## src/rtl/ps2_move_decoder_if.sv

```systemverilog
// Connector-side PS/2 lines and the decoded move/debug outputs of ps2_move_decoder.
// The master drives the raw PS/2 lines; the slave (the decoder) drives the results.
interface ps2_move_decoder_if;
   logic       PS2C;
   logic       PS2D;
   logic [3:0] move;
   logic [7:0] scan_code;
   logic       key_valid;
   logic       frame_err;

   modport master (
      output PS2C, PS2D,
      input  move, scan_code, key_valid, frame_err
   );

   modport slave (
      input  PS2C, PS2D,
      output move, scan_code, key_valid, frame_err
   );
endinterface : ps2_move_decoder_if

```

## src/rtl/ps2_move_decoder.sv

```systemverilog
// PS/2 keyboard front end: synchronise and debounce PS2C/PS2D, deframe 11-bit
// frames, decode set-2 make/break sequences for arrows and WASD, and drive a
// one-hot move bus that follows the most recently pressed, still held direction.
module ps2_move_decoder #(
   parameter int TICK_DIV   = 4,
   parameter int FILTER_LEN = 8,
   parameter int TIMEOUT    = 20000
) (
   input logic              clk,
   input logic              clr,
   ps2_move_decoder_if.slave bus
);

   localparam int TICK_W = (TICK_DIV > 1) ? $clog2(TICK_DIV) : 1;
   localparam int TO_W   = (TIMEOUT > 1) ? $clog2(TIMEOUT) : 1;

   localparam logic [7:0] CODE_EXT = 8'hE0;
   localparam logic [7:0] CODE_BRK = 8'hF0;

   typedef enum logic [1:0] {
      ST_IDLE,
      ST_EXT,
      ST_BRK,
      ST_EXT_BRK
   } state_e;

   // ---------------------------------------------------------------------------
   // Input conditioning
   // ---------------------------------------------------------------------------
   logic [1:0]            c_sync_q, d_sync_q;
   logic [TICK_W-1:0]     tick_cnt_q;
   logic                  tick;
   logic [FILTER_LEN-1:0] c_shift_q, d_shift_q;
   logic                  c_filt_q, d_filt_q, c_prev_q;
   logic                  fall;

   assign tick = (tick_cnt_q == TICK_W'(TICK_DIV - 1));
   assign fall = c_prev_q & ~c_filt_q;

   // Two-flop synchronisers; idle PS/2 lines are high, so reset to ones.
   // NOTE: sequential state uses non-blocking (<=) so every flop samples pre-edge values.
   always_ff @(posedge clk) begin
      if (clr) begin
         c_sync_q <= 2'b11;
         d_sync_q <= 2'b11;
      end else begin
         c_sync_q <= {c_sync_q[0], bus.PS2C};
         d_sync_q <= {d_sync_q[0], bus.PS2D};
      end
   end

   // Free-running sample-tick divider.
   always_ff @(posedge clk) begin
      if (clr || tick) tick_cnt_q <= '0;
      else             tick_cnt_q <= tick_cnt_q + TICK_W'(1);
   end

   // Majority-free debounce: a filtered line only moves once the whole window agrees.
   always_ff @(posedge clk) begin
      if (clr) begin
         c_shift_q <= '1;
         d_shift_q <= '1;
         c_filt_q  <= 1'b1;
         d_filt_q  <= 1'b1;
         c_prev_q  <= 1'b1;
      end else begin
         if (tick) begin
            c_shift_q <= {c_shift_q[FILTER_LEN-2:0], c_sync_q[1]};
            d_shift_q <= {d_shift_q[FILTER_LEN-2:0], d_sync_q[1]};
         end
         if (&c_shift_q)       c_filt_q <= 1'b1;
         else if (~|c_shift_q) c_filt_q <= 1'b0;
         if (&d_shift_q)       d_filt_q <= 1'b1;
         else if (~|d_shift_q) d_filt_q <= 1'b0;
         c_prev_q <= c_filt_q;
      end
   end

   // ---------------------------------------------------------------------------
   // Frame receiver
   // ---------------------------------------------------------------------------
   logic [3:0]      bit_cnt_q;
   logic [9:0]      frame_q;      // bits 0..9 of the frame once bit 10 arrives
   logic [TO_W-1:0] to_cnt_q;
   logic [7:0]      scan_code_q;
   logic            key_valid_q, frame_err_q;
   logic            frame_ok;

   // Start low, stop (sampled live as bit 10) high, odd parity over data+parity.
   assign frame_ok = ~frame_q[0] & d_filt_q & (^frame_q[9:1]);

   // Bit capture on each filtered falling clock edge, with stall timeout.
   always_ff @(posedge clk) begin
      if (clr) begin
         bit_cnt_q   <= '0;
         frame_q     <= '0;
         to_cnt_q    <= '0;
         scan_code_q <= '0;
         key_valid_q <= 1'b0;
         frame_err_q <= 1'b0;
      end else begin
         key_valid_q <= 1'b0;
         frame_err_q <= 1'b0;
         if (fall) begin
            to_cnt_q <= '0;
            if (bit_cnt_q == 4'd10) begin
               bit_cnt_q <= '0;
               if (frame_ok) begin
                  scan_code_q <= frame_q[8:1];
                  key_valid_q <= 1'b1;
               end else begin
                  frame_err_q <= 1'b1;
               end
            end else begin
               frame_q   <= {d_filt_q, frame_q[9:1]};
               bit_cnt_q <= bit_cnt_q + 4'd1;
            end
         end else if (bit_cnt_q != 4'd0) begin
            if (to_cnt_q == TO_W'(TIMEOUT - 1)) begin
               bit_cnt_q   <= '0;
               to_cnt_q    <= '0;
               frame_err_q <= 1'b1;
            end else begin
               to_cnt_q <= to_cnt_q + TO_W'(1);
            end
         end
      end
   end

   // ---------------------------------------------------------------------------
   // Make/break decoder
   // ---------------------------------------------------------------------------
   state_e     state_q, state_d;
   logic [7:0] held_q, held_d;     // [3:0] arrows, [7:4] WASD, indexed by direction
   logic [1:0] last_dir_q, last_dir_d;
   logic       last_vld_q, last_vld_d;
   logic [3:0] move_q, move_d;
   logic [3:0] dir_held;
   logic       is_prefix, is_ext, is_brk, key_hit;
   logic [1:0] key_dir;
   logic [2:0] held_idx;

   // Direction of a mapped key: {hit, dir}; dir 0 up, 1 down, 2 left, 3 right.
   function automatic logic [2:0] map_key(input logic ext, input logic [7:0] code);
      logic [2:0] res;
      res = 3'b000;
      if (ext) begin
         case (code)
            8'h75:   res = 3'b100;
            8'h72:   res = 3'b101;
            8'h6B:   res = 3'b110;
            8'h74:   res = 3'b111;
            default: res = 3'b000;
         endcase
      end else begin
         case (code)
            8'h1D:   res = 3'b100;
            8'h1B:   res = 3'b101;
            8'h1C:   res = 3'b110;
            8'h23:   res = 3'b111;
            default: res = 3'b000;
         endcase
      end
      return res;
   endfunction

   // Decoder state register.
   always_ff @(posedge clk) begin
      if (clr) state_q <= ST_IDLE;
      else     state_q <= state_d;
   end

   // Next decoder state: prefixes advance, anything else completes a sequence.
   // NOTE: every always_comb output is defaulted first so no path infers a latch.
   always_comb begin
      state_d = state_q;
      if (frame_err_q) begin
         state_d = ST_IDLE;
      end else if (key_valid_q) begin
         case (state_q)
            ST_IDLE: begin
               if (scan_code_q == CODE_EXT)      state_d = ST_EXT;
               else if (scan_code_q == CODE_BRK) state_d = ST_BRK;
               else                              state_d = ST_IDLE;
            end
            ST_EXT: begin
               if (scan_code_q == CODE_BRK) state_d = ST_EXT_BRK;
               else                         state_d = ST_IDLE;
            end
            default: state_d = ST_IDLE;
         endcase
      end
   end

   // Held-key bookkeeping and move selection from the post-update key state.
   always_comb begin
      held_d     = held_q;
      last_dir_d = last_dir_q;
      last_vld_d = last_vld_q;
      is_ext     = (state_q == ST_EXT) || (state_q == ST_EXT_BRK);
      is_brk     = (state_q == ST_BRK) || (state_q == ST_EXT_BRK);
      is_prefix  = ((state_q == ST_IDLE) && (scan_code_q == CODE_EXT || scan_code_q == CODE_BRK))
                || ((state_q == ST_EXT) && (scan_code_q == CODE_BRK));
      {key_hit, key_dir} = map_key(is_ext, scan_code_q);
      held_idx   = {~is_ext, key_dir};

      if (key_valid_q && !is_prefix && key_hit) begin
         if (is_brk) begin
            held_d[held_idx] = 1'b0;
         end else begin
            held_d[held_idx] = 1'b1;
            last_dir_d       = key_dir;
            last_vld_d       = 1'b1;
         end
      end

      dir_held = held_d[3:0] | held_d[7:4];
      move_d   = 4'b0000;
      if (last_vld_d && dir_held[last_dir_d]) begin
         move_d = 4'b0001 << last_dir_d;
      end else begin
         for (int i = 3; i >= 0; i--) begin
            if (dir_held[i]) move_d = 4'b0001 << i;
         end
      end
   end

   // Registered held mask, last-pressed direction and move output.
   always_ff @(posedge clk) begin
      if (clr) begin
         held_q     <= '0;
         last_dir_q <= '0;
         last_vld_q <= 1'b0;
         move_q     <= '0;
      end else begin
         held_q     <= held_d;
         last_dir_q <= last_dir_d;
         last_vld_q <= last_vld_d;
         move_q     <= move_d;
      end
   end

   assign bus.move      = move_q;
   assign bus.scan_code = scan_code_q;
   assign bus.key_valid = key_valid_q;
   assign bus.frame_err = frame_err_q;

endmodule : ps2_move_decoder

```

## src/flat_wrapper.sv

```systemverilog
// flat-port wrapper written by rule: the top's interface ports become plain ports
module ps2_move_decoder_flat 
#(
   parameter int TICK_DIV   = 4,
   parameter int FILTER_LEN = 8,
   parameter int TIMEOUT    = 20000
)
  (clk, clr, bus_PS2C, bus_PS2D, bus_move, bus_scan_code, bus_key_valid, bus_frame_err);
  ps2_move_decoder_if bus_i ();
  input logic clk;
  input logic clr;
  input wire logic [$bits(bus_i.PS2C)-1:0] bus_PS2C;
  input wire logic [$bits(bus_i.PS2D)-1:0] bus_PS2D;
  output wire logic [$bits(bus_i.move)-1:0] bus_move;
  output wire logic [$bits(bus_i.scan_code)-1:0] bus_scan_code;
  output wire logic [$bits(bus_i.key_valid)-1:0] bus_key_valid;
  output wire logic [$bits(bus_i.frame_err)-1:0] bus_frame_err;
  assign bus_i.PS2C = bus_PS2C;
  assign bus_i.PS2D = bus_PS2D;
  assign bus_move = bus_i.move;
  assign bus_scan_code = bus_i.scan_code;
  assign bus_key_valid = bus_i.key_valid;
  assign bus_frame_err = bus_i.frame_err;
  ps2_move_decoder #(.TICK_DIV(TICK_DIV), .FILTER_LEN(FILTER_LEN), .TIMEOUT(TIMEOUT)) u_core (.clk(clk), .clr(clr), .bus(bus_i));
endmodule
```

## config.mk

```make
export PLATFORM = sky130hd
export DESIGN_NAME = ps2_move_decoder_flat
export DESIGN_NICKNAME = d
export VERILOG_FILES = /design/src/rtl/ps2_move_decoder_if.sv /design/src/rtl/ps2_move_decoder.sv /design/src/flat_wrapper.sv
export SDC_FILE = /design/constraint.sdc
export NUM_CORES = 1
export LEC_CHECK = 0
export CAP_MARGIN = 20
export CORE_UTILIZATION = 66
export CTS_BUF_LIST = sky130_fd_sc_hd__clkbuf_2
export CTS_CLUSTER_SIZE = 14
export DETAILED_ROUTE_END_ITERATION = 8
export DONT_BUFFER_PORTS = 1
export MAX_ROUTING_LAYER = met4
export PLACE_DENSITY_LB_ADDON = 0.15
export SETUP_SLACK_MARGIN = 0.3
export SYNTH_ARGS = -nofsm -noshare
export SYNTH_HDL_FRONTEND = slang
export SYNTH_SLANG_ARGS = --single-unit
```

## constraint.sdc

```tcl
create_clock -name clk -period 3 [get_ports clk]
set_clock_uncertainty 0.05 [all_clocks]
set_input_delay 0.3 -clock clk [delete_from_list [all_inputs] [get_ports clk]]
set_output_delay 0.3 -clock clk [all_outputs]
set_load 0.005 [all_outputs]
```

* After elaboration in Yosys (flattened, before gate mapping) *
Cells that the tools add are included.

word-level totals
  flip-flop bits (word level) = 81
  bits in latches = 0
  bits in writable memories = 0
  memory bits (read-only) = 0
  output and inout port bits = 14
  logic and storage cells = 116
  memories kept = 0

operators by class
  add/sub/neg operators = 3
  multipliers = 0
  div/mod/pow operators = 0
  $lt $le $gt $ge = 3
  eq/ne operators = 16
  shift operators = 1
  muxes and demuxes = 33
  bitwise logic cells = 12
  reductions and logical operators = 29

operators with widths
  kind                                                              number
  4-bit two-way mux                                                 9
  8-bit by 7-bit == test with 1-bit output (second input constant)  4
  8-bit by 5-bit == test with 1-bit output (second input constant)  3
  3-bit case mux with 4 select lines                                2
  8-bit == test (second input constant)                             2
  8-bit two-way mux                                                 2
  8-bit AND reduction                                               2
  8-bit OR reduction                                                2
  15-bit by 1-bit adder with 15-bit output (second input constant)  1
  15-bit == test (second input constant)                            1
  15-bit two-way mux                                                1
  1-bit two-way mux                                                 10
  2-bit two-way mux                                                 5
  9-bit XOR reduction                                               1
  8-bit AND                                                         1
  8-bit by 6-bit == test with 1-bit output (second input constant)  1
  8-bit NOT                                                         1
  8-bit OR                                                          1
  2-bit OR reduction                                                4
  2-bit == test (second input constant)                             3
  1-bit logical AND                                                 6
  1-bit logical OR                                                  5
  1-bit NOT                                                         5
  4-bit by 1-bit adder with 4-bit output (second input constant)    1
  other kinds (20)                                                  24

* Longest topological paths before layout *
Gate-level depths: netlist (run 1).

  depth after elaboration = 17
  gate-level depth with buffers = 10
  mapped depth without buffers = 9

* Worst setup path before layout (run 1) *
No wires, ideal clock.

  kind = register to register
  start = register u_core.scan_code_q[5] (netlist: u_core.bus.scan_code[5])
  end = register u_core.move_q[0] (netlist: u_core.bus.move[0])
  library setup time = 0.123 ns
  arrival = 2.534 ns
  required time = 2.827 ns
  setup slack = 0.293 ns
  stages on the path, launching flop included = 9
  buffers on the path = 0
  clock period less this slack = 2.707 ns
  path through = dfxtp_1 or3b_4 a2111o_1 a21oi_2 a21boi_1 o31a_2 o22ai_2 nor4_4 mux2_1

on the way
  word-level cells in the longest chain between the ends = 16
  elaborated cells between the ends (all ways) = 42
  classes of those cells = order compare (2); eq/ne (10); shift (1); mux (16); bitwise (4); reduce/logical (9)

RTL lines
  item                                                                                                                                          line                                              text
  from (decl)                                                                                                                                   ps2_move_decoder.sv:85                            logic [7:0] scan_code_q;
  from (signal assigned)                                                                                                                        ps2_move_decoder.sv:109                           scan_code_q <= frame_q[8:1];
  8-bit by 6-bit == test with 1-bit output (tied with other cells)                                                                              ps2_move_decoder.sv:156                           case (code)
  3-bit case mux with 4 select lines, on equally long branches                                                                                  ps2_move_decoder.sv:156, ps2_move_decoder.sv:148
  3-bit two-way mux                                                                                                                             ps2_move_decoder.sv:147                           if (ext) begin
  3-bit by 4-bit < comparator with 1-bit output (not written as such) / 3-bit by 1-bit >= comparator with 1-bit output (equally long branches)  ps2_move_decoder.sv:209, ps2_move_decoder.sv:211
  1-bit logical AND (not written as such)                                                                                                       ps2_move_decoder.sv:209, ps2_move_decoder.sv:211
  1-bit two-way mux (not written as such)                                                                                                       ps2_move_decoder.sv:209, ps2_move_decoder.sv:211
  1-bit demux with 3-bit select                                                                                                                 --
  8-bit NOT (no source line)                                                                                                                    --
  8-bit AND (no source line)                                                                                                                    --
  8-bit two-way mux                                                                                                                             ps2_move_decoder.sv:208                           if (is_brk) begin
  8-bit two-way mux                                                                                                                             ps2_move_decoder.sv:207                           if (key_valid_q && !is_prefix && key_hit) begin
  4-bit OR                                                                                                                                      ps2_move_decoder.sv:217                           dir_held = held_d[3:0] | held_d[7:4];
  1-bit binary-select mux with 2-bit select / 4-bit two-way mux (equally long branches)                                                         ps2_move_decoder.sv:219, ps2_move_decoder.sv:223
  1-bit two-way mux (not written as such) / 4-bit two-way mux (equally long branches)                                                           ps2_move_decoder.sv:219, ps2_move_decoder.sv:223
  1-bit logical AND / 4-bit two-way mux (equally long branches)                                                                                 ps2_move_decoder.sv:219, ps2_move_decoder.sv:223
  4-bit two-way mux *                                                                                                                           ps2_move_decoder.sv:219                           if (last_vld_d && dir_held[last_dir_d]) begin
  to (signal assigned)                                                                                                                          ps2_move_decoder.sv:239                           move_q <= move_d;
  to (decl)                                                                                                                                     ps2_move_decoder.sv:137                           logic [3:0] move_q, move_d;

Mark *: on every way between the ends. The rest lies on a longest branch, timed or not. The select of a mux whose other input is x is not followed.
A chain may end at the register's enable or synchronous reset.

* Final worst setup path (run 1) *
  start = register u_core.state_q[0]
  end = register u_core.move_q[0] (netlist: u_core.bus.move[0])

on the way
  word-level cells in the longest chain between the ends = 16
  elaborated cells between the ends (all ways) = 37
  classes of those cells = order compare (2); eq/ne (3); shift (1); mux (15); bitwise (5); reduce/logical (11)

RTL lines
  item                                                                                                                                          line                                                                       text
  from (decl)                                                                                                                                   ps2_move_decoder.sv:133                                                    state_e state_q, state_d;
  from (signal assigned)                                                                                                                        ps2_move_decoder.sv:170                                                    else state_q <= state_d;
  2-bit by 1-bit == test with 1-bit output / 2-bit == test (equally long branches)                                                              ps2_move_decoder.sv:200, ps2_move_decoder.sv:203, ps2_move_decoder.sv:201
  1-bit logical OR                                                                                                                              ps2_move_decoder.sv:200                                                    is_ext = (state_q == ST_EXT) || (state_q == ST_EXT_BRK);
  3-bit two-way mux / 1-bit NOT (equally long branches)                                                                                         ps2_move_decoder.sv:147, ps2_move_decoder.sv:205
  3-bit by 4-bit < comparator with 1-bit output (not written as such) / 3-bit by 1-bit >= comparator with 1-bit output (equally long branches)  ps2_move_decoder.sv:209, ps2_move_decoder.sv:211
  1-bit logical AND (not written as such)                                                                                                       ps2_move_decoder.sv:209, ps2_move_decoder.sv:211
  1-bit two-way mux (not written as such)                                                                                                       ps2_move_decoder.sv:209, ps2_move_decoder.sv:211
  1-bit demux with 3-bit select                                                                                                                 --
  8-bit NOT (no source line)                                                                                                                    --
  8-bit AND (no source line)                                                                                                                    --
  8-bit two-way mux                                                                                                                             ps2_move_decoder.sv:208
  8-bit two-way mux                                                                                                                             ps2_move_decoder.sv:207
  4-bit OR                                                                                                                                      ps2_move_decoder.sv:217
  1-bit binary-select mux with 2-bit select / 4-bit two-way mux (equally long branches)                                                         ps2_move_decoder.sv:219, ps2_move_decoder.sv:223
  1-bit two-way mux (not written as such) / 4-bit two-way mux (equally long branches)                                                           ps2_move_decoder.sv:219, ps2_move_decoder.sv:223
  1-bit logical AND / 4-bit two-way mux (equally long branches)                                                                                 ps2_move_decoder.sv:219, ps2_move_decoder.sv:223
  4-bit two-way mux *                                                                                                                           ps2_move_decoder.sv:219

Marks and branches as above.

==> flow_metrics.py, run 1 <==
metrics = {
    "global_route": {
        "globalRouteOverflowTotal": 0,
        "grt_start_max_net_pins": 73,
        "grt_antenna_before_repair": 0,
        "vias_in_the_first_global_route": 3689,
        "grt_usage_pct": 36.32,
        "grt_first_pass_wirelength_um": 17060,
    },
    "worst_setup_path": {
        "worst-path-stages": 8,
        "reg2reg_depth": 8,
        "r2r-start": "u_core.state_q[0]$_SDFFE_PP0P_",
        "timing.setup.critical_path_class": "reg -> reg",
        "critPathTopFamily": "simple AND/OR/NAND/NOR gates",
        "worstSetupEndpointType": "register",
        "crit_chain": "nor2b_1 -> o31a_1 -> o2111a_2 -> buf_6 -> o21ai_2 -> and3_4 -> nor4_4 -> mux2_1",
        "critPathMaxFanout": 12,
        "timing.critical_path.slowest_stage_cell": "sky130_fd_sc_hd__dfxtp_1",
        "max_stage_delay_ns": 0.70,
        "critPathLaunch": "u_core.state_q[0]$_SDFFE_PP0P_",
        "worstPathBufferInverterCount": 1,
        "worst_setup_path_start_kind": "register",
        "timing.critical_path.required_ns": 3.40,
        "cp.arrival_ns": 3.27,
    },
    "yosys": {
        "synthesis.area_per_instance_um2": 9.022,
        "synth_cell_types": 73,
        "synth.yosys.seq_area_share_pct": 41.61,
        "asyncSetResetFlopFracSynth_pct": 0,
        "ys_dominant_reg_cell": "sky130_fd_sc_hd__dfxtp_1",
        "synth-seq-cells": 81,
        "synthesis.nets": 441,
        "post_synth_inst_count": 432,
        "yosys_warnings": 0,
        "synth_edf_count": 0,
        "synth.cell_area_um2": 3897,
    },
    "place": {
        "port_buffers": 0,
        "gp_congestion": 0.9289,
        "post-place-ws_ns": 0.01837,
        "hpwl_um": 5087,
        "placedInstanceArea_um2": 4020,
    },
    "clock_network": {
        "path_clk_slew_ns": 0.22,
        "clk-insertion-delay-late_ns": 0.52,
        "tritoncts_clock_tree": "built",
        "tritoncts.num_buffers": 9,
        "clock_sinks": 81,
        "post_cts_hold_buffer_count": 56,
        "clock_tree.root_cell": "sky130_fd_sc_hd__clkbuf_2",
        "clock_path_buffers": 2,
        "cts.htree.levels": 3,
    },
    "status": {
        "result_of_the_run": "finished, violations left",
        "failed_checks": "negative hold slack",
    },
    "drt": {
        "vias_per_cell": 6.326,
        "route.detailed.wl_per_inst_um": 17.59,
        "detail-route-antenna-nets": 0,
        "route.detailed.drc": 0,
        "via_count": 3682,
        "routed_wl_um": 10240,
        "initial_drt_markers": 320,
        "drt_pre_antenna_iters": 5,
    },
    "timing": {
        "finalCritPeriodShare_pct": 95.89,
        "min_period_ns": 2.877,
        "finalHoldViolCount": 13,
        "worst_slew_pin_slew_ns": 0.5901,
        "timing.final.max_slew_violations": 0,
        "final.setup.tns_ns": 0,
        "timing.hold.ws_ns": -0.2180,
        "final-setup-viol-count": 0,
        "max-slew-margin-rel_pct": 60.33,
        "timing.final.ws_setup_ns": 0.1233,
        "grt_setup_unrepaired": "true",
        "max_clock_freq_ghz": 0.3476,
    },
    "floorplan": {
        "start_util_pct": 69.50,
        "fp.dieW_um": 78.85,
        "ios": 18,
        "core.rowCount": 27,
        "die_h_um": 78.85,
        "floorplan.die_area_um2": 6217,
        "placeableCoreArea_um2": 5608,
    },
    "layout": {
        "nNetsFinal": 515,
        "n_antenna_cell": 0,
        "layout-drive-gt1-share_pct": 18.24,
        "most_common_cell_after_layout_fill_and_taps_aside": "sky130_fd_sc_hd__dfxtp_1",
        "design_area_um2": 4938,
        "final_cell_mix": "sky130_fd_sc_hd__dfxtp_1, sky130_fd_sc_hd__nor2_1, sky130_fd_sc_hd__dlygate4sd3_1, sky130_fd_sc_hd__nand2_1, sky130_fd_sc_hd__buf_4",
        "num-fill-cells": 278,
        "syn2layout_area_growth_pct": 26.71,
    },
    "power_and_ir_drop": {
        "irDropWorstVdd_uv": 345.3,
        "p_leak_uw": 0.001865,
        "powerDensity_nw_per_um2": 359.0,
    },
    "min_path": {
        "worst_hold_stages": 1,
        "holdCritStartpoint": "clr",
        "min_path_type": "in -> reg",
    },
    "job": {
        "max_capacitance_violation_total": 0,
    },
}
==> power by group <==
part	total (uW)	switching (uW)	internal, uW	leakage [uW]
Combinational	94.8	35.8	59.0	0.00115
Sequential	1110	17.4	1100	0.000660
Clock	564	376	189	0.0000600
==> cells in the mapped netlist (2+ instances only) <==
library cell / n / area (um2)
sky130_fd_sc_hd__dfxtp_1: 81 / 1622
sky130_fd_sc_hd__nor2_1: 58 / 217.7
sky130_fd_sc_hd__nand2_1: 43 / 161.4
sky130_fd_sc_hd__nor2b_1: 21 / 131.4
sky130_fd_sc_hd__a21oi_1: 19 / 95.09
sky130_fd_sc_hd__a211o_1: 17 / 148.9
sky130_fd_sc_hd__clkbuf_1: 14 / 52.55
sky130_fd_sc_hd__xnor2_1: 13 / 113.9
sky130_fd_sc_hd__mux2i_1: 12 / 120.1
sky130_fd_sc_hd__nand3_1: 10 / 50.05
sky130_fd_sc_hd__nor4_1: 10 / 62.56
sky130_fd_sc_hd__xor2_1: 10 / 87.58
sky130_fd_sc_hd__o21ai_0: 9 / 45.04
sky130_fd_sc_hd__nand4_1: 7 / 43.79
sky130_fd_sc_hd__inv_1: 6 / 22.52
sky130_fd_sc_hd__nor3_1: 6 / 30.03
sky130_fd_sc_hd__or2_2: 6 / 37.54
sky130_fd_sc_hd__ha_1: 5 / 62.56
sky130_fd_sc_hd__nand2b_1: 5 / 31.28
sky130_fd_sc_hd__or3_1: 5 / 31.28
sky130_fd_sc_hd__nor3b_1: 4 / 30.03
sky130_fd_sc_hd__a31oi_1: 3 / 18.77
sky130_fd_sc_hd__and2_1: 3 / 18.77
sky130_fd_sc_hd__nand3b_1: 3 / 22.52
sky130_fd_sc_hd__nor4b_1: 3 / 26.28
sky130_fd_sc_hd__a2111o_1: 2 / 22.52
sky130_fd_sc_hd__a211oi_1: 2 / 15.01
sky130_fd_sc_hd__and3_1: 2 / 12.51
sky130_fd_sc_hd__and3b_1: 2 / 17.52
sky130_fd_sc_hd__mux2_1: 2 / 22.52
sky130_fd_sc_hd__nand4bb_1: 2 / 22.52
sky130_fd_sc_hd__nor3_2: 2 / 20.02
sky130_fd_sc_hd__nor4_4: 2 / 42.54
sky130_fd_sc_hd__o2111a_1: 2 / 22.52
sky130_fd_sc_hd__o21ai_1: 2 / 10.01
sky130_fd_sc_hd__or4b_4: 2 / 27.53
==> registers in the layout (all words and copies together) (netlist names) <==
register / flops
u_core.bus.key_valid: 1
u_core.held_q: 8
u_core.frame_q: 10
u_core.to_cnt_q: 15
u_core.bus.frame_err: 1
u_core.bus.scan_code: 8
u_core.bus.move: 4
u_core.d_sync_q: 2
u_core.last_dir_q: 2
u_core.tick_cnt_q: 2
u_core.c_filt_q: 1
u_core.c_prev_q: 1
u_core.state_q: 2
u_core.d_shift_q: 8
u_core.bit_cnt_q: 4
u_core.d_filt_q: 1
u_core.c_shift_q: 8
u_core.c_sync_q: 2
u_core.last_vld_q: 1
==> repair_timing <==
item,4_1_cts,5_1_grt
pin swaps,7,6
buffers inserted,6,4
cloned,0,0
gates resized for setup,22,17
setup endpoints to repair,4,17
hold endpoints to repair,67,13
==> kinds of logic after synthesis <==
kind of cell,synth area share [%]
compound gates,15.44
xor+xnor,5.168
fa+ha+maj,1.605
buf+inv,2.504
flops,41.61
mux,4.334
simple gates,29.34
==> path summary, 6_finish.rpt <==
check | slack, ns | to
setup / recovery | 0.12 | u_core.bus.move[0]$_SDFF_PP0_
hold / removal | -0.22 | u_core.held_q[4]$_SDFF_PP0_
setup reg to reg | 0.12 | u_core.bus.move[0]$_SDFF_PP0_
hold reg to reg | 0.48 | u_core.held_q[0]$_SDFF_PP0_
==> routing by layer <==
layer,up-vias,wire length (um),global-route usage [%]
met3,54,564,8.161
li1,1698,-,-
met1,1743,4138,39.53
met2,187,5130,62.00
met5,-,0,-
met4,0,404,19.09
==> layout make-up <==
type | instances | area (um2) | share of cell area (%)
multi-input combinational | 328 | 2341 | 47.40
sequential | 81 | 1637 | 33.14
timing repair buffer | 80 | 740.7 | 15.00
tap | 72 | 90.09 | 1.824
clock inverter | 5 | 57.56 | 1.165
clock buffer | 10 | 50.05 | 1.013
inverter | 6 | 22.52 | 0.4560
==> through the flow <==
stage	hold WS [ns]	utilization, %	total power [uW]	cells
after detailed placement	0.3345	71.69	1196	501
after CTS	-0.2440	86.21	1766	578
after floorplan	0.3395	-	1198	432
final	-0.2180	88.06	1773	582
after global routing	-0.2715	88.06	1831	582
after global placement	0.3322	71.69	1193	501
==> worst register-to-register path, stage by stage, from the launching register on <==
cell	delay [ns]
sky130_fd_sc_hd__dfxtp_1	0.70
sky130_fd_sc_hd__nor2b_1	0.36
sky130_fd_sc_hd__o31a_1	0.25
sky130_fd_sc_hd__o2111a_2	0.32
sky130_fd_sc_hd__buf_6	0.13
sky130_fd_sc_hd__o21ai_2	0.08
sky130_fd_sc_hd__and3_4	0.21
sky130_fd_sc_hd__nor4_4	0.36
sky130_fd_sc_hd__mux2_1	0.36
Power figures use the tool's default switching activity.
==> run 2: changes to the inputs <==
--- a/config.mk
+++ b/config.mk
@@ -6,8 +6,7 @@
 export NUM_CORES = 1
 export LEC_CHECK = 0
 export CAP_MARGIN = 20
-export CORE_UTILIZATION = 66
-export CTS_BUF_LIST = sky130_fd_sc_hd__clkbuf_2
+export CORE_UTILIZATION = 63
 export CTS_CLUSTER_SIZE = 14
 export DETAILED_ROUTE_END_ITERATION = 8
 export DONT_BUFFER_PORTS = 1
==> run 2 against run 1 <==
  * The run now ends clean
  * Highest routed layer unchanged
  * Flip-flop and latch count unchanged
  * Sequential share of layout area rose by 0.21 points
  * Largest cell class unchanged
  * Clock-buffer cell count rose by 1
  * Design area down 0.56%
  * Utilization is 5.6 points lower
  * Fmax is essentially flat
  * Routed wire length fell by 4.6%
  * Via count decreased by 4.2%
  * Critical path type unchanged
  * Final cell count is 1.5% lower
==> flow_metrics.py, run 2 (same netlist as run 1, synthesis figures left out) <==
metrics = {
    "status": {
        "result_of_the_run": "complete, no violations",
    },
    "clock_network": {
        "path_clk_slew_ns": 0.08,
        "clk-insertion-delay-late_ns": 0.36,
        "clock_path_buffers": 2,
        "tritoncts_clock_tree": "built",
        "clock_tree.root_cell": "sky130_fd_sc_hd__clkbuf_8",
        "clock_sinks": 81,
        "cts.htree.levels": 3,
        "tritoncts.num_buffers": 9,
    },
    "power_and_ir_drop": {
        "irDropWorstVdd_uv": 419.9,
        "powerDensity_nw_per_um2": 405.0,
        "p_total_uw": 1989,
        "p_leak_uw": 0.001925,
    },
    "worst_setup_path": {
        "worstSetupEndpointType": "register",
        "timing.critical_path.slowest_stage_cell": "sky130_fd_sc_hd__a2111o_1",
        "worstPathBufferInverterCount": 0,
        "max_stage_delay_ns": 0.48,
        "r2r_setup_slack_ns": 0.12,
        "crit_chain": "or3b_4 -> a2111o_1 -> a21oi_4 -> a21boi_4 -> o31a_2 -> o22ai_4 -> nor4_4 -> mux2_1",
        "worst_setup_path_start_kind": "register",
        "timing.setup.critical_path_class": "reg -> reg",
        "timing.critical_path.required_ns": 3.20,
        "critPathMaxFanout": 7,
        "cp.arrival_ns": 3.08,
        "critPathTopFamily": "compound AO/OA/AOI/OAI gates",
    },
    "timing": {
        "max-slew-margin-rel_pct": 32.16,
        "worst_slew_pin_slew_ns": 1.018,
        "final-setup-viol-count": 0,
        "timing.hold.ws_ns": 0.007904,
        "finalCritPeriodShare_pct": 95.97,
        "max_clock_freq_ghz": 0.3473,
        "timing.final.ws_setup_ns": 0.1209,
        "grt_setup_unrepaired": "true",
        "final.setup.tns_ns": 0,
        "timing.final.max_slew_violations": 0,
        "finalHoldViolCount": 0,
        "min_period_ns": 2.879,
    },
    "place": {
        "hpwl_um": 5208,
        "port_buffers": 0,
        "gp_congestion": 0.9268,
        "post-place-ws_ns": 0.04955,
    },
    "drt": {
        "initial_drt_markers": 227,
        "route.detailed.drc": 0,
        "route.detailed.wl_per_inst_um": 17.05,
        "via_count": 3528,
        "detail-route-antenna-nets": 0,
        "vias_per_cell": 6.157,
        "drt_pre_antenna_iters": 5,
        "routed_wl_um": 9769,
    },
    "global_route": {
        "grt_usage_pct": 31.64,
        "vias_in_the_first_global_route": 3373,
        "grt_first_pass_wirelength_um": 15350,
        "globalRouteOverflowTotal": 0,
        "grt_start_max_net_pins": 38,
        "grt_antenna_before_repair": 0,
    },
    "floorplan": {
        "core.rowCount": 28,
        "placeableCoreArea_um2": 5956,
        "ios": 18,
        "die_h_um": 80.66,
        "fp.dieW_um": 80.66,
        "start_util_pct": 65.44,
        "floorplan.die_area_um2": 6505,
    },
    "layout": {
        "final_core_density_pct": 82.46,
        "biggestRegsByFlops": "u_core.to_cnt_q: 15 flops, u_core.frame_q: 10 flops",
        "num-fill-cells": 351,
        "n_antenna_cell": 0,
        "register_area_um2": 1638,
        "layout-drive-gt1-share_pct": 22.29,
        "final_cell_mix": "sky130_fd_sc_hd__dfxtp_1, sky130_fd_sc_hd__nor2_1, sky130_fd_sc_hd__nand2_1, sky130_fd_sc_hd__buf_4, sky130_fd_sc_hd__dlygate4sd3_1",
        "nNetsFinal": 502,
        "multi_input_comb_area_um2": 2372,
        "largest_register_ffs": 15,
        "most_common_cell_after_layout_fill_and_taps_aside": "sky130_fd_sc_hd__dfxtp_1",
        "regMostFlops": "u_core.to_cnt_q",
        "syn2layout_area_growth_pct": 26.00,
    },
    "job": {
        "max_capacitance_violation_total": 0,
    },
    "min_path": {
        "min_path_type": "in -> reg",
    },
}
[run 2: per-stage QoR]
step	instance area, um2	std cells
2_1_floorplan	3900	432
3_3_place_gp	4046	507
3_5_place_dp	4046	507
4_1_cts	4695	560
5_1_grt	4911	573
6_report	4911	573
[run 2: timing repair]
action | in CTS | in global routing
pin swaps | 12 | 13
hold buffers | 27 | 1
hold endpoints to repair | 59 | 2
setup buffers | 10 | 12
resized for setup | 19 | 22
setup endpoints to repair | 3 | 11
[run 2: worst paths after layout]
path | start | endpoint | depth (start not counted)
max | u_core.bus.scan_code[4]$_SDFFE_PP0P_ | u_core.bus.move[1]$_SDFF_PP0_ | 8
min | clr | u_core.c_prev_q$_SDFF_PP1_ | 1
max reg2reg | u_core.bus.scan_code[4]$_SDFFE_PP0P_ | u_core.bus.move[1]$_SDFF_PP0_ | 8
min reg2reg | u_core.c_sync_q[0]$_SDFF_PP1_ | u_core.c_sync_q[1]$_SDFF_PP1_ | 1
[run 2: worst reg2reg max path, stage by stage (launching register included)]
cell	delay, ns
sky130_fd_sc_hd__dfxtp_4	0.38
sky130_fd_sc_hd__or3b_4	0.43
sky130_fd_sc_hd__a2111o_1	0.48
sky130_fd_sc_hd__a21oi_4	0.20
sky130_fd_sc_hd__a21boi_4	0.24
sky130_fd_sc_hd__o31a_2	0.22
sky130_fd_sc_hd__o22ai_4	0.09
sky130_fd_sc_hd__nor4_4	0.34
sky130_fd_sc_hd__mux2_1	0.35
[run 2: cell type report]
| type | count | share of cell area (%) |
|---|---|---|
| flip-flops and latches | 81 | 33.35 |
| well taps | 75 | 1.911 |
| clock buffers | 11 | 2.879 |
| clock inverters | 5 | 1.121 |
| multi-input cells | 328 | 48.31 |
| repair buffers | 67 | 11.97 |
| inverters | 6 | 0.4586 |
[run 2: metal layers]
metal  track usage, %  up-vias  wire, um
met3            7.955       31       603
met2            51.27      137      4743
li1                 -     1671         -
met1            36.28     1689      4132
met5                -        -         0
met4            15.71        0       289
[run 2: report_power, final]
group          leakage (uW)  total, uW  switching [uW]  internal, uW
combinational       0.00117       82.1            37.9          44.3
clock             0.0000953        797             392           405
sequential         0.000661       1110            16.1          1090
==> run 3: changes to the inputs <==
--- a/config.mk
+++ b/config.mk
@@ -11,7 +11,7 @@
 export DETAILED_ROUTE_END_ITERATION = 8
 export DONT_BUFFER_PORTS = 1
 export MAX_ROUTING_LAYER = met4
-export PLACE_DENSITY_LB_ADDON = 0.15
+export PLACE_DENSITY = 0.78
 export SETUP_SLACK_MARGIN = 0.3
 export SYNTH_ARGS = -nofsm -noshare
 export SYNTH_HDL_FRONTEND = slang
==> run 3 against run 2 <==
  * Worst setup slack improved by 0.028 ns
  * Sequential share of layout area increased by 1.5 points
  * Worst hold slack improved by 0.0040 ns
  * Combinational power shrank 4.4%
  * Fmax is 0.97% higher
  * Register-to-register slack better by 0.03 ns
  * Critical path type unchanged
==> flow_metrics.py, run 3 (same netlist as run 1, synthesis figures left out) <==
metrics = {
    "worst_setup_path": {
        "cp.arrival_ns": 3.05,
        "rr_endpoint": "u_core.bus.move[0]$_SDFF_PP0_",
        "timing.setup.critical_path_class": "reg -> reg",
        "critPathLaunch": "u_core.bus.scan_code[1]$_SDFFE_PP0P_",
        "timing.critical_path.slowest_stage_cell": "sky130_fd_sc_hd__or4b_4",
        "critPathMaxFanout": 7,
        "r2r-start": "u_core.bus.scan_code[1]$_SDFFE_PP0P_",
        "worst_setup_path_start_kind": "register",
        "max_stage_delay_ns": 0.59,
        "worstSetupEndpointType": "register",
        "crit_chain": "or4b_4 -> or3_4 -> a21oi_4 -> or3_1 -> a2bb2oi_1 -> o2111a_2 -> nor4_4 -> buf_4 -> mux2_4",
        "timing.critical_path.required_ns": 3.20,
        "reg2reg_depth": 9,
        "r2r_setup_slack_ns": 0.15,
    },
    "clock_network": {
        "clock_path_buffers": 2,
        "clk-insertion-delay-late_ns": 0.35,
        "clock_sinks": 81,
        "tritoncts_clock_tree": "built",
        "cts.htree.levels": 3,
        "clock_tree.root_cell": "sky130_fd_sc_hd__clkbuf_8",
        "tritoncts.num_buffers": 9,
        "path_clk_slew_ns": 0.09,
    },
    "drt": {
        "route.detailed.wl_per_inst_um": 16.23,
        "detail-route-antenna-nets": 0,
        "via_count": 3354,
        "vias_per_cell": 6.098,
        "routed_wl_um": 8924,
        "initial_drt_markers": 199,
        "route.detailed.drc": 0,
        "drt_pre_antenna_iters": 5,
    },
    "layout": {
        "most_common_cell_after_layout_fill_and_taps_aside": "sky130_fd_sc_hd__dfxtp_1",
        "nNetsFinal": 479,
        "final_cell_mix": "sky130_fd_sc_hd__dfxtp_1, sky130_fd_sc_hd__nor2_1, sky130_fd_sc_hd__nand2_1, sky130_fd_sc_hd__buf_4, sky130_fd_sc_hd__nor2b_1",
        "largest_register_ffs": 15,
        "biggestRegsByFlops": "u_core.to_cnt_q: 15 flops, u_core.frame_q: 10 flops",
        "final_core_density_pct": 78.51,
        "n_antenna_cell": 0,
        "syn2layout_area_growth_pct": 19.97,
        "regMostFlops": "u_core.to_cnt_q",
        "design_area_um2": 4676,
        "layout-drive-gt1-share_pct": 22.74,
    },
    "global_route": {
        "grt_antenna_before_repair": 0,
        "grt_start_max_net_pins": 51,
        "grt_first_pass_wirelength_um": 13770,
        "vias_in_the_first_global_route": 3078,
        "globalRouteOverflowTotal": 0,
        "grt_usage_pct": 28.10,
    },
    "timing": {
        "timing.final.max_slew_violations": 0,
        "max-slew-margin-rel_pct": 30.35,
        "max_clock_freq_ghz": 0.3507,
        "worst_slew_pin_slew_ns": 1.045,
        "finalCritPeriodShare_pct": 95.05,
        "final-setup-viol-count": 0,
        "min_period_ns": 2.851,
        "final.setup.tns_ns": 0,
        "timing.hold.ws_ns": 0.01192,
        "grt_setup_unrepaired": "true",
        "finalHoldViolCount": 0,
    },
    "floorplan": {
        "ios": 18,
        "core.rowCount": 28,
        "placeableCoreArea_um2": 5956,
        "die_h_um": 80.66,
        "floorplan.die_area_um2": 6505,
        "start_util_pct": 65.44,
        "fp.dieW_um": 80.66,
    },
    "power_and_ir_drop": {
        "powerDensity_nw_per_um2": 421.7,
        "clock_share_of_power_pct": 39.7,
        "irDropWorstVdd_uv": 510.2,
        "sw_ratio_pct": 21.96,
        "pwr-share-comb_pct": 4.0,
        "power.internal_uw": 1539,
        "share_seq_of_total_power_pct": 56.3,
        "p_leak_uw": 0.001742,
        "net-switching-power_uw": 432.9,
    },
    "place": {
        "gp_congestion": 0.9131,
        "placedInstanceArea_um2": 4061,
        "port_buffers": 0,
        "hpwl_um": 5268,
    },
    "job": {
        "max_capacitance_violation_total": 0,
    },
    "status": {
        "result_of_the_run": "complete, no violations",
    },
    "min_path": {
        "min_path_type": "in -> reg",
        "worst_hold_path_endpoint": "u_core.c_shift_q[2]$_SDFFE_PP1P_",
        "worst_hold_stages": 1,
        "holdCritStartpoint": "clr",
    },
}
==> run 3: repair_timing <==
action | CTS | global route
endpoints found under the hold margin | 51 | 2
endpoints found under the setup margin | 3 | 4
cloned | 0 | 0
pin swaps | 10 | 10
setup buffers | 14 | 6
resized for setup | 12 | 27
hold buffers | 3 | 2
==> run 3: worst max path at each step <==
stage	end	slack (ns)
2_1_floorplan	u_core.bus.move[0]$_SDFF_PP0_	0.30
3_3_place_gp	u_core.bus.move[0]$_SDFF_PP0_	0.19
3_5_place_dp	u_core.bus.move[0]$_SDFF_PP0_	0.07
4_1_cts	u_core.bus.move[0]$_SDFF_PP0_	0.21
5_1_grt	u_core.bus.move[3]$_SDFF_PP0_	0.09
6_report	u_core.bus.move[0]$_SDFF_PP0_	0.15
==> run 3: per-layer routing <==
| layer | routed length, um | vias to the layer above | track usage [%] |
|---|---|---|---|
| met5 | 0 | - | - |
| met4 | 247 | 0 | 12.14 |
| met3 | 529 | 27 | 7.273 |
| met2 | 4175 | 108 | 45.08 |
| met1 | 3970 | 1600 | 33.17 |
| li1 | - | 1619 | - |
==> run 3: critical path, delay by kind of cell, from the launching register on <==
family	cells	cell delay [ns]
multiplexers	1	0.30
buffers and inverters	1	0.19
AO/OA/AOI/OAI	3	0.47
AND/OR/NAND/NOR	4	1.36
flip-flops	1	0.38
==> run 3: area by class of cell <==
class	count	area [um2]
clock buffers	11	141.4
clock inverters	5	55.05
inverters	6	22.52
well taps	75	93.84
multi-input cells	328	2372
fillers	397	1280
repair buffers	44	360.3
flip-flops and latches	81	1630
==> run 3: stage by stage <==
stage	setup slack (ns)	cells	total power, uW
2_1_floorplan	0.3049	432	1198
3_3_place_gp	0.1918	509	1193
3_5_place_dp	0.07428	509	1197
4_1_cts	0.2056	542	1986
5_1_grt	0.08782	550	2038
6_report	0.1485	550	1972
==> run 3: power by group through the flow <==
stage / Combinational [uW] / Sequential (uW) / Clock, uW
after floorplan: 65.2 / 1130 / 0
after global placement: 57.9 / 1140 / 0
after detailed placement: 60.7 / 1140 / 0
after CTS: 76.9 / 1110 / 799
after global routing: 89.0 / 1110 / 836
final: 78.5 / 1110 / 783
